File: config.mk
export PLATFORM = sky130hd
export DESIGN_NAME = conway_engine
export DESIGN_NICKNAME = d
export VERILOG_FILES = /design/src/rtl/conway_pkg.sv /design/src/rtl/conway_neigh_addr.sv /design/src/rtl/conway_engine.sv
export SDC_FILE = /design/constraint.sdc
export NUM_CORES = 1
export LEC_CHECK = 0
export ABC_CLOCK_PERIOD_IN_PS = 6600
export CORE_UTILIZATION = 40
export CTS_CLUSTER_SIZE = 10
export DETAILED_ROUTE_END_ITERATION = 8
export GPL_TIMING_DRIVEN = 0
export HOLD_SLACK_MARGIN = 0.03
export PLACE_DENSITY = 0.69
export SETUP_SLACK_MARGIN = 0.1
export SLEW_MARGIN = 30
export SYNTH_ARGS = -nofsm -noshare
export SYNTH_HDL_FRONTEND = slang
export SYNTH_SLANG_ARGS = --single-unit
File: constraint.sdc
create_clock -name clk -period 6.6 [get_ports clk]
set_input_delay 1.32 -clock clk [delete_from_list [all_inputs] [get_ports clk]]
set_output_delay 1.32 -clock clk [all_outputs]
set_load 0.02 [all_outputs]
File: src/rtl/conway_pkg.sv
// Shared encodings for the Game-of-Life engine: command ops, FSM states,
// neighbour offset table and the standard Conway rule masks.
package conway_pkg;

  typedef enum logic [1:0] {
    OP_CLEAR  = 2'd0,
    OP_RANDOM = 2'd1,
    OP_STEP   = 2'd2,
    OP_NOP    = 2'd3
  } op_e;

  typedef enum logic [2:0] {
    ST_IDLE,
    ST_FILL,
    ST_SCAN,
    ST_COPY,
    ST_DONE
  } state_e;

  localparam logic [8:0] CONWAY_BIRTH   = 9'h008;
  localparam logic [8:0] CONWAY_SURVIVE = 9'h00C;

  typedef struct packed {
    logic signed [1:0] dx;
    logic signed [1:0] dy;
  } nb_ofs_t;

  // Fixed neighbour visiting order as (dx, dy) pairs.
  function automatic nb_ofs_t nb_ofs(input logic [2:0] idx);
    nb_ofs_t o;
    case (idx)
      3'd0:    o = '{dx: 2'sb11, dy: 2'sb01};
      3'd1:    o = '{dx: 2'sb00, dy: 2'sb01};
      3'd2:    o = '{dx: 2'sb01, dy: 2'sb01};
      3'd3:    o = '{dx: 2'sb11, dy: 2'sb00};
      3'd4:    o = '{dx: 2'sb01, dy: 2'sb00};
      3'd5:    o = '{dx: 2'sb11, dy: 2'sb11};
      3'd6:    o = '{dx: 2'sb00, dy: 2'sb11};
      default: o = '{dx: 2'sb01, dy: 2'sb11};
    endcase
    return o;
  endfunction

endpackage

File: src/rtl/conway_neigh_addr.sv
// Neighbour address generator: maps a cell address and neighbour index to the
// neighbour's address, flagging off-board neighbours when wrapping is off.
module conway_neigh_addr
  import conway_pkg::*;
#(
  parameter int unsigned LOG_W = 3,
  parameter int unsigned LOG_H = 3,
  localparam int unsigned AW = LOG_W + LOG_H
) (
  input  logic [AW-1:0] i_cell_addr,
  input  logic [2:0]    i_nb_idx,
  input  logic          i_wrap_en,
  output logic [AW-1:0] o_nb_addr,
  output logic          o_nb_valid
);

  nb_ofs_t                 w_ofs;
  logic signed [LOG_W:0]   w_dx;
  logic signed [LOG_H:0]   w_dy;
  logic [LOG_W:0]          w_x_ext;
  logic [LOG_H:0]          w_y_ext;

  // One extra bit per coordinate: it is set exactly when the sum lands at -1 or
  // at the board size, and the low bits are already the wrapped coordinate.
  always_comb begin
    w_ofs      = nb_ofs(i_nb_idx);
    w_dx       = (LOG_W+1)'(signed'(w_ofs.dx));
    w_dy       = (LOG_H+1)'(signed'(w_ofs.dy));
    w_x_ext    = {1'b0, i_cell_addr[LOG_W-1:0]} + w_dx;
    w_y_ext    = {1'b0, i_cell_addr[AW-1:LOG_W]} + w_dy;
    o_nb_addr  = {w_y_ext[LOG_H-1:0], w_x_ext[LOG_W-1:0]};
    o_nb_valid = i_wrap_en | ~(w_x_ext[LOG_W] | w_y_ext[LOG_H]);
  end

endmodule

File: src/rtl/conway_engine.sv
// Game-of-Life engine: flop-array board with command sequencer for clear,
// random fill and single-generation step, plus host read/write ports.
module conway_engine
  import conway_pkg::*;
#(
  parameter int unsigned LOG_W = 3,
  parameter int unsigned LOG_H = 3,
  parameter int unsigned GEN_W = 16,
  localparam int unsigned AW = LOG_W + LOG_H
) (
  input  logic             clk,
  input  logic             reset,
  input  logic             cmd_valid,
  output logic             cmd_ready,
  input  logic [1:0]       cmd_op,
  input  logic [8:0]       birth_mask,
  input  logic [8:0]       survive_mask,
  input  logic             wrap_en,
  input  logic             rand_bit,
  input  logic             wr_en,
  input  logic [AW-1:0]    wr_addr,
  input  logic             wr_data,
  input  logic [AW-1:0]    rd_addr,
  output logic             rd_data,
  output logic             busy,
  output logic             done,
  output logic [GEN_W-1:0] generation,
  output logic [AW:0]      population
);

  localparam int unsigned N          = 1 << AW;
  localparam logic [3:0]  DECIDE_IDX = 4'd8;

  state_e           r_state, w_state_nxt;
  logic [N-1:0]     r_board, r_next;
  logic [AW-1:0]    r_addr;
  logic [3:0]       r_nidx, r_cnt;
  logic [8:0]       r_birth, r_surv;
  logic             r_wrap, r_fill_rand;
  logic             r_ready, r_busy, r_done, r_rd_data;
  logic [GEN_W-1:0] r_gen;
  logic [AW:0]      r_pop;
  logic [AW-1:0]    w_nb_addr;
  logic             w_nb_valid, w_nb_bit, w_last_cell, w_decide;
  logic             w_host_wr, w_fill_bit, w_new_cell;

  conway_neigh_addr #(.LOG_W(LOG_W), .LOG_H(LOG_H)) u_neigh (
    .i_cell_addr (r_addr),
    .i_nb_idx    (r_nidx[2:0]),
    .i_wrap_en   (r_wrap),
    .o_nb_addr   (w_nb_addr),
    .o_nb_valid  (w_nb_valid)
  );

  assign w_last_cell = &r_addr;
  assign w_decide    = (r_nidx == DECIDE_IDX);
  assign w_host_wr   = (r_state == ST_IDLE) && !cmd_valid && wr_en;
  assign w_fill_bit  = r_fill_rand & rand_bit;
  assign w_nb_bit    = w_nb_valid & r_board[w_nb_addr];
  assign w_new_cell  = r_board[r_addr] ? r_surv[r_cnt] : r_birth[r_cnt];

  assign cmd_ready  = r_ready;
  assign busy       = r_busy;
  assign done       = r_done;
  assign rd_data    = r_rd_data;
  assign generation = r_gen;
  assign population = r_pop;

  // State register.
  always_ff @(posedge clk) begin
    if (reset) r_state <= ST_IDLE;
    else       r_state <= w_state_nxt;
  end

  // Next-state logic.
  always_comb begin
    w_state_nxt = r_state;
    unique case (r_state)
      ST_IDLE: begin
        if (cmd_valid) begin
          unique case (op_e'(cmd_op))
            OP_CLEAR, OP_RANDOM: w_state_nxt = ST_FILL;
            OP_STEP:             w_state_nxt = ST_SCAN;
            default:             w_state_nxt = ST_DONE;
          endcase
        end
      end
      ST_FILL: if (w_last_cell)             w_state_nxt = ST_DONE;
      ST_SCAN: if (w_last_cell && w_decide) w_state_nxt = ST_COPY;
      ST_COPY: if (w_last_cell)             w_state_nxt = ST_DONE;
      default:                              w_state_nxt = ST_IDLE;
    endcase
  end

  // Handshake/status flags registered from the next state.
  always_ff @(posedge clk) begin
    if (reset) begin
      r_ready <= 1'b1;
      r_busy  <= 1'b0;
      r_done  <= 1'b0;
    end else begin
      r_ready <= (w_state_nxt == ST_IDLE);
      r_busy  <= (w_state_nxt != ST_IDLE);
      r_done  <= (w_state_nxt == ST_DONE);
    end
  end

  // Sequencer counters, latched command parameters and board statistics.
  always_ff @(posedge clk) begin
    if (reset) begin
      r_addr      <= '0;
      r_nidx      <= '0;
      r_cnt       <= '0;
      r_birth     <= '0;
      r_surv      <= '0;
      r_wrap      <= 1'b0;
      r_fill_rand <= 1'b0;
      r_gen       <= '0;
      r_pop       <= '0;
      r_rd_data   <= 1'b0;
    end else begin
      r_rd_data <= r_board[rd_addr];
      unique case (r_state)
        ST_IDLE: begin
          r_addr <= '0;
          r_nidx <= '0;
          r_cnt  <= '0;
          if (cmd_valid) begin
            r_birth     <= birth_mask;
            r_surv      <= survive_mask;
            r_wrap      <= wrap_en;
            r_fill_rand <= (cmd_op == OP_RANDOM);
          end else if (w_host_wr && (r_board[wr_addr] != wr_data)) begin
            r_pop <= wr_data ? r_pop + (AW+1)'(1) : r_pop - (AW+1)'(1);
          end
        end
        ST_FILL: begin
          r_gen  <= '0;
          r_pop  <= ((r_addr == '0) ? '0 : r_pop) + (AW+1)'(w_fill_bit);
          r_addr <= r_addr + AW'(1);
        end
        ST_SCAN: begin
          if (w_decide) begin
            r_nidx <= '0;
            r_cnt  <= '0;
            r_addr <= r_addr + AW'(1);
          end else begin
            r_nidx <= r_nidx + 4'd1;
            r_cnt  <= r_cnt + 4'(w_nb_bit);
          end
        end
        ST_COPY: begin
          r_pop  <= ((r_addr == '0) ? '0 : r_pop) + (AW+1)'(r_next[r_addr]);
          r_addr <= r_addr + AW'(1);
          if (w_last_cell) r_gen <= r_gen + GEN_W'(1);
        end
        default: ;
      endcase
    end
  end

  // Committed board: host edits, fill writes and next-generation copy.
  always_ff @(posedge clk) begin
    if (!reset) begin
      if (w_host_wr)                r_board[wr_addr] <= wr_data;
      else if (r_state == ST_FILL)  r_board[r_addr]  <= w_fill_bit;
      else if (r_state == ST_COPY)  r_board[r_addr]  <= r_next[r_addr];
    end
  end

  // Next-generation buffer, written once per cell on the decide cycle.
  always_ff @(posedge clk) begin
    if (!reset && (r_state == ST_SCAN) && w_decide) r_next[r_addr] <= w_new_cell;
  end

endmodule
; Yosys cells after proc, flatten, opt, wreduce, memory -nomap -nowiden
; Cells that the tools add are included.
[word_totals]
ff_bits = 192
in_bits = 39
out_inout_bits = 27
elab_cells = 131
[op_classes]
addsub = 10
order_cmp = 7
eq_ne = 18
n_mux = 45
bitwise_logic = 6
n_reduce_logical = 29
[op_table]
columns = op, n
row1 = $bwmux 64, 4
row2 = $mux 64, 3
row3 = $pmux 16 s2, 1
row4 = $bmux 1 s6, 5
row5 = $lt 6x7->1 const B, 4
row6 = $mux 7, 4
row7 = $pmux 4 s7, 1
row8 = $pmux 7 s3, 1
row9 = $pmux 6 s3, 1
row10 = $add 16x1->16 const B, 1
row11 = $mux 16, 1
row12 = $pmux 4 s2, 2
row13 = $add 7x1->7, 2
row14 = $demux 1 s6, 2
row15 = $eq 3x2->1 const B, 4
row16 = $eq 3x3->1 const B, 4
row17 = $ge 6x1->1 const B, 2
row18 = $reduce_bool 3->1, 4
row19 = $mux 1, 10
row20 = $logic_not 3->1, 3
row21 = $mux 3, 3
row22 = $pmux 3 s3, 1
row23 = $add 3x4->4, 2
row24 = $bmux 1 s4, 2
row25 = other kinds (28), 48

; Depth between registers and ports, before layout
[logic_depth]
word_depth = 10
mapped_depth = 22
ltp_nobuf = 21

; Cells and area by module
; Synthesis repeated with hierarchy kept, for this count alone.
[hier_totals]
hier_cells = 1277
area_unflattened_um2 = 12468.2
[by_module_without_submodules]
columns = mod, n_inst, cells_each, area_each_um2, seq_area_each_um2
row1 = conway_engine, 1, 1245, 12200.5, 5124.9
row2 = conway_neigh_addr, 1, 32, 267.8, 0.0

; Worst setup path after synthesis
; Ideal clock, no wire load.
[synth_timing]
kind = register -> register
from = register r_addr[1]
to = register r_next[0] (data pin)
setup_time_ns = 0.553
arrival_ns = 3.971
slack_ns = 2.076
stages_incl_launch_ff = 12
cell_sequence = dfxtp_1 buf_6 buf_2 nor3b_2 a22oi_1 a31oi_1 a211oi_1 and3_1 clkbuf_1 mux2i_1 mux2_2 o22ai_1
[synth_via]
elab_cells_between_ends = 9
classes_between = order compare (2) / mux (6) / reduce/logical (1)
[synth_rtl]
columns = element, line_no
row1 = from (decl), conway_engine.sv:36  ; logic [AW-1:0] r_addr;
row2 = from (signal assigned), conway_engine.sv:140  ; r_addr <= r_addr + AW'(1);
row3 = from (signal assigned), conway_engine.sv:146  ; r_addr <= r_addr + AW'(1);
row4 = from (signal assigned), conway_engine.sv:154  ; r_addr <= r_addr + AW'(1);
row5 = $bmux 1 s6, conway_engine.sv:60  ; assign w_new_cell = r_board[r_addr] ? r_surv[r_cnt] : r_birth[r_cnt];
row6 = $mux 1 (implied by the code), conway_engine.sv:60
row7 = $mux 1, conway_engine.sv:60
row8 = via w_new_cell, conway_engine.sv:45  ; logic w_host_wr, w_fill_bit, w_new_cell;
row9 = $bwmux 64, conway_engine.sv:173  ; if (!reset && (r_state == ST_SCAN) && w_decide) r_next[r_addr] <= w_new_cell;
row10 = "to (signal, indexed assignment)", conway_engine.sv:173
row11 = to (decl), conway_engine.sv:35  ; logic [N-1:0] r_board, r_next;
; The timed path passes the listed nets, and every way through them passes these cells. The select of a mux whose other input is x is not followed.
; A chain may end at the register's enable or synchronous reset.

; Final worst setup path
[layout_timing]
from = register r_nidx[0]
to = register r_cnt[1]
[layout_via]
elab_chain_cells = 10
elab_cells_between_ends = 20
classes_between = add/sub (3) / eq/ne (7) / mux (5) / bitwise (4) / reduce/logical (1)
[layout_lines]
columns = element, line_no
row1 = from (decl), conway_engine.sv:37  ; logic [3:0] r_nidx, r_cnt;
row2 = from (signal assigned), conway_engine.sv:148  ; r_nidx <= r_nidx + 4'd1;
row3 = "parallel branches: the longest is 8 deep, another holds $add 3x4->4", n/a
row4 = $mux 4 (*), conway_engine.sv:143  ; if (w_decide) begin
row5 = $pmux 4 s2 (*), conway_engine.sv:123  ; unique case (r_state)
row6 = to (signal assigned), conway_engine.sv:149  ; r_cnt <= r_cnt + 4'(w_nb_bit);
row7 = to (decl), conway_engine.sv:37
; Every way passes the cells marked *. The select of a mux whose other input is x is not followed.

==> impl_metrics.sql <==
INSERT INTO impl_metrics (metric_group, metric, value, unit) VALUES
('critical_path', 'cp_arrival', '5.35', 'ns'),
('global_route', 'grt_pass1_vias', '10748', ''),
('die', 'fp.dieArea', '0.0316', 'mm²'),
('timing', 'worstMarginPinSlew', '1.08', 'ns'),
('routing', 'vias_per_cell', '6.60', ''),
('critical_path', 'cp_data_required_time', '6.92', 'ns'),
('power', 'power_switching', '0.778', 'mW'),
('routing', 'route.vias.total', '11687', ''),
('routing', 'drt_pre_antenna_iters', '8', ''),
('timing', 'total_neg_setup_slack', '0', 'ns'),
('timing', 'timing.max_slew.rel_slack', '0.276', ''),
('die', 'die_height', '178', 'µm'),
('power', 'internal_power', '2.10', 'mW'),
('routing', 'drt_wl_total', '43700', 'µm'),
('yosys', 'syn-mean-instance-area', '9.61', 'µm²'),
('routing', 'first_iter_violations', '1753', ''),
('finish', 'layout-drive-gt1-share', '0.116', ''),
('yosys', 'synth_enable_flop_cells', '128', ''),
('place', 'dpl.hpwl', '31700', 'µm'),
('clock_tree', 'cts_hold_buf', '0', ''),
('yosys', 'synth-compound-area-share', '0.172', ''),
('finish', 'final_core_util', '0.473', ''),
('routing', 'wl_per_cell', '24.7', 'µm'),
('power', 'cellPowerDensity', '202', 'mW/mm²'),
('place', 'placedCellCount', '1740', ''),
('routing', 'drc_markers', '0', ''),
('status', 'run_status', 'finished clean', ''),
('critical_path', 'timing_worst_setup_path_type', 'reg -> reg', ''),
('timing', 'final_period_minus_worst_setup_slack', '5.04', 'ns'),
('die', 'core.rowCount', '63', ''),
('clock_tree', 'clk_pin_slew_worst_paths', '0.07', 'ns'),
('timing', 'timing_hold_violations_final', '0', ''),
('yosys', 'syn-cell-area', '0.0124', 'mm²'),
('finish', 'num-fill-cells', '2748', ''),
('yosys', 'synth_top_flop_cell', 'sky130_fd_sc_hd__edfxtp_1', ''),
('clock_tree', 'cts_inserted_buffers', '17', ''),
('clock_tree', 'tritoncts_clock_tree', 'built', ''),
('finish', 'mostFrequentLayoutCells', 'sky130_fd_sc_hd__nand2_1 (185), sky130_fd_sc_hd__nor2_1 (173), sky130_fd_sc_hd__edfxtp_1 (128), sky130_fd_sc_hd__a21oi_1 (82), sky130_fd_sc_hd__dfxtp_1 (64)', ''),
('critical_path', 'timing.critical_path.fanout_max', '10', ''),
('timing', 'max_clock_freq', '0.199', 'GHz'),
('timing', 'worst_clock_skew', '0.0128', 'ns'),
('die', 'floorplan.initialDensity', '0.412', ''),
('yosys', 'post_synth_fa_ha_maj_area_fraction', '0.0255', ''),
('timing', 'grt_setup_unrepaired', 'no', ''),
('routing', 'postRouteAntennaNets', '0', ''),
('clock_tree', 'clock_sinks', '192', ''),
('power', 'irDropWorstVdd', '0.146', 'mV'),
('finish', 'final-instance-count-excl-fill', '1772', ''),
('yosys', 'mapped_nets', '1350', ''),
('yosys', 'fraction_of_synthesis_flops_using_an_asynchronous_set_or_reset_pin', '0', ''),
('hold_path', 'hold_path_startpoint', 'r_birth[7]$_SDFFE_PP0P_', ''),
('yosys', 'dominant_combinational_cell_family_by_area_after_synthesis', 'simple AND/OR/NAND/NOR gates', ''),
('global_route', 'grt_antenna_before_repair', '0', ''),
('die', 'fp.coreArea', '0.0300', 'mm²'),
('power', 'totalPowerFinal', '2.88', 'mW'),
('die', 'floorplan.io_pins', '66', ''),
('clock_tree', 'post_cts_resize_count', '0', ''),
('place', 'numPortBuffers', '59', ''),
('power', 'swShare', '0.270', ''),
('yosys', 'ys_seq_elements', '192', ''),
('timing', 'finalSetupViolations', '0', ''),
('yosys', 'yosysSeqAreaShare', '0.415', ''),
('power', 'power.clock.fraction', '0.403', ''),
('critical_path', 'worst_setup_path_start_kind', 'register', ''),
('clock_tree', 'clockBufferDepth', '2', ''),
('yosys', 'post_synth_and_or_nand_nor_area_fraction', '0.187', ''),
('power', 'comb_power_share', '0.141', ''),
('flow_run', 'cap_viol_max_count', '0', ''),
('hold_path', 'hp-class', 'reg -> reg', ''),
('clock_tree', 'clock_latency', '0.45', 'ns'),
('global_route', 'gr-total-overflow', '0', '');
-- worst max-delay path, cell delays in order, from the launching register on --
cell and delay (ns):
sky130_fd_sc_hd__dfxtp_1 0.46, sky130_fd_sc_hd__inv_1 0.12, sky130_fd_sc_hd__ha_1 0.27, sky130_fd_sc_hd__nor3_1 0.36, sky130_fd_sc_hd__nand2_1 0.09, sky130_fd_sc_hd__nor2_1 0.10
sky130_fd_sc_hd__a21oi_1 0.06, sky130_fd_sc_hd__ha_1 0.22, sky130_fd_sc_hd__ha_1 0.23, sky130_fd_sc_hd__nor4_1 0.40, sky130_fd_sc_hd__nor3_1 0.15, sky130_fd_sc_hd__nor2_2 0.32
sky130_fd_sc_hd__buf_6 0.23, sky130_fd_sc_hd__mux2i_1 0.37, sky130_fd_sc_hd__o31ai_1 0.12, sky130_fd_sc_hd__o31a_1 0.31, sky130_fd_sc_hd__o311a_1 0.38, sky130_fd_sc_hd__ha_1 0.23
sky130_fd_sc_hd__ha_1 0.28, sky130_fd_sc_hd__a22oi_1 0.15, sky130_fd_sc_hd__nor2_1 0.05
-- per-stage QoR --
stage / area [µm²] / hold WS, ns / setup slack, ns
after floorplan: 12400 / 0.432 / 2.08
after global placement: 13400 / 0.440 / 0.0352
after detailed placement: 13600 / 0.448 / 1.69
after CTS: 14200 / 0.458 / 1.66
after global routing: 14200 / 0.473 / 1.25
final: 14200 / 0.460 / 1.56
-- per-layer routing --
metal  vias up  routed length, µm  GRT usage
li1       5044                  -          -
met4         0               2010      0.131
met5         -                  0          0
met3       140               6170     0.0713
met2       890              19200      0.420
met1      5613              16300      0.370
-- layout make-up --
cell class	count	area (µm²)	share of cell area
multi-input cells	976	6760	0.475
plain buffers	99	473	0.0333
well taps	390	488	0.0343
repair buffers	63	648	0.0456
flip-flops and latches	192	5120	0.361
clock buffers	18	429	0.0302
inverters	20	75.1	0.00528
clock inverters	14	219	0.0154
-- power by group through the flow --
stage | Sequential (mW) | Combinational [mW] | Clock [mW]
4_1_cts | 1.31 | 0.396 | 1.16
2_1_floorplan | 1.34 | 0.247 | 0
3_3_place_gp | 1.34 | 0.381 | 0
6_report | 1.31 | 0.405 | 1.16
5_1_grt | 1.32 | 0.432 | 1.21
3_5_place_dp | 1.34 | 0.394 | 0
-- cell usage after synthesis (5+ instances only) --
cell / instances / area share
sky130_fd_sc_hd__or3_1: 8 / 0.0040
sky130_fd_sc_hd__nand3_1: 35 / 0.014
sky130_fd_sc_hd__a221oi_1: 15 / 0.011
sky130_fd_sc_hd__buf_4: 9 / 0.0055
sky130_fd_sc_hd__o32ai_1: 37 / 0.026
sky130_fd_sc_hd__edfxtp_1: 128 / 0.31
sky130_fd_sc_hd__mux4_2: 55 / 0.10
sky130_fd_sc_hd__a311oi_1: 5 / 0.0035
sky130_fd_sc_hd__and3b_1: 5 / 0.0035
sky130_fd_sc_hd__o22a_1: 5 / 0.0035
sky130_fd_sc_hd__nand2_1: 185 / 0.056
sky130_fd_sc_hd__nor3b_1: 8 / 0.0049
sky130_fd_sc_hd__buf_1: 10 / 0.0030
sky130_fd_sc_hd__a211oi_1: 9 / 0.0055
sky130_fd_sc_hd__nand3b_1: 5 / 0.0030
sky130_fd_sc_hd__a21oi_1: 82 / 0.033
sky130_fd_sc_hd__a31oi_1: 7 / 0.0035
sky130_fd_sc_hd__buf_6: 6 / 0.0055
sky130_fd_sc_hd__and3_1: 17 / 0.0086
sky130_fd_sc_hd__xnor2_1: 9 / 0.0064
sky130_fd_sc_hd__ha_1: 22 / 0.022
sky130_fd_sc_hd__xor2_1: 15 / 0.011
sky130_fd_sc_hd__nor4_1: 6 / 0.0030
sky130_fd_sc_hd__or2_2: 6 / 0.0030
sky130_fd_sc_hd__clkbuf_1: 56 / 0.017
sky130_fd_sc_hd__buf_2: 16 / 0.0065
sky130_fd_sc_hd__a22oi_1: 51 / 0.031
sky130_fd_sc_hd__o22ai_1: 39 / 0.020
sky130_fd_sc_hd__o21ai_0: 31 / 0.013
sky130_fd_sc_hd__mux2i_1: 36 / 0.029
sky130_fd_sc_hd__nand4_1: 10 / 0.0051
sky130_fd_sc_hd__nor3_1: 17 / 0.0069
sky130_fd_sc_hd__and2_1: 10 / 0.0051
sky130_fd_sc_hd__dfxtp_1: 64 / 0.10
sky130_fd_sc_hd__nor2b_1: 9 / 0.0046
sky130_fd_sc_hd__mux2_2: 8 / 0.0073
sky130_fd_sc_hd__inv_1: 19 / 0.0058
sky130_fd_sc_hd__a41oi_1: 6 / 0.0043
sky130_fd_sc_hd__nor2_1: 173 / 0.053
sky130_fd_sc_hd__nand2b_1: 7 / 0.0035
-- sequential cells by signal, indices dropped and copies added (netlist names) --
name and count:
r_board 64, population 7, r_birth 9, r_surv 9
r_nidx 4, rd_data 1, r_wrap 1, cmd_ready 1
r_addr 6, r_state 3, generation 16, busy 1
done 1, r_fill_rand 1, r_cnt 4, r_next 64
-- path summary, 6_finish.rpt --
| kind | cells past startpoint | slack (ns) | to |
|---|---|---|---|
| max | 20 | 1.56 | r_cnt[1]$_SDFFE_PP0P_ |
| min reg2reg | 2 | 0.46 | r_birth[7]$_SDFFE_PP0P_ |
| min | 2 | 0.46 | r_birth[7]$_SDFFE_PP0P_ |
| max reg2reg | 20 | 1.56 | r_cnt[1]$_SDFFE_PP0P_ |
-- cells by family after synthesis --
logic type                 Yosys count
and+or+nand+nor                    512
AOI/OAI and AO/OA                  314
DFF                                192
buffers and inverters              119
muxes                              102
xor gates and xnor gates            24
adders and majority gates           24
Note: power is estimated with default switching activity, not from simulation.
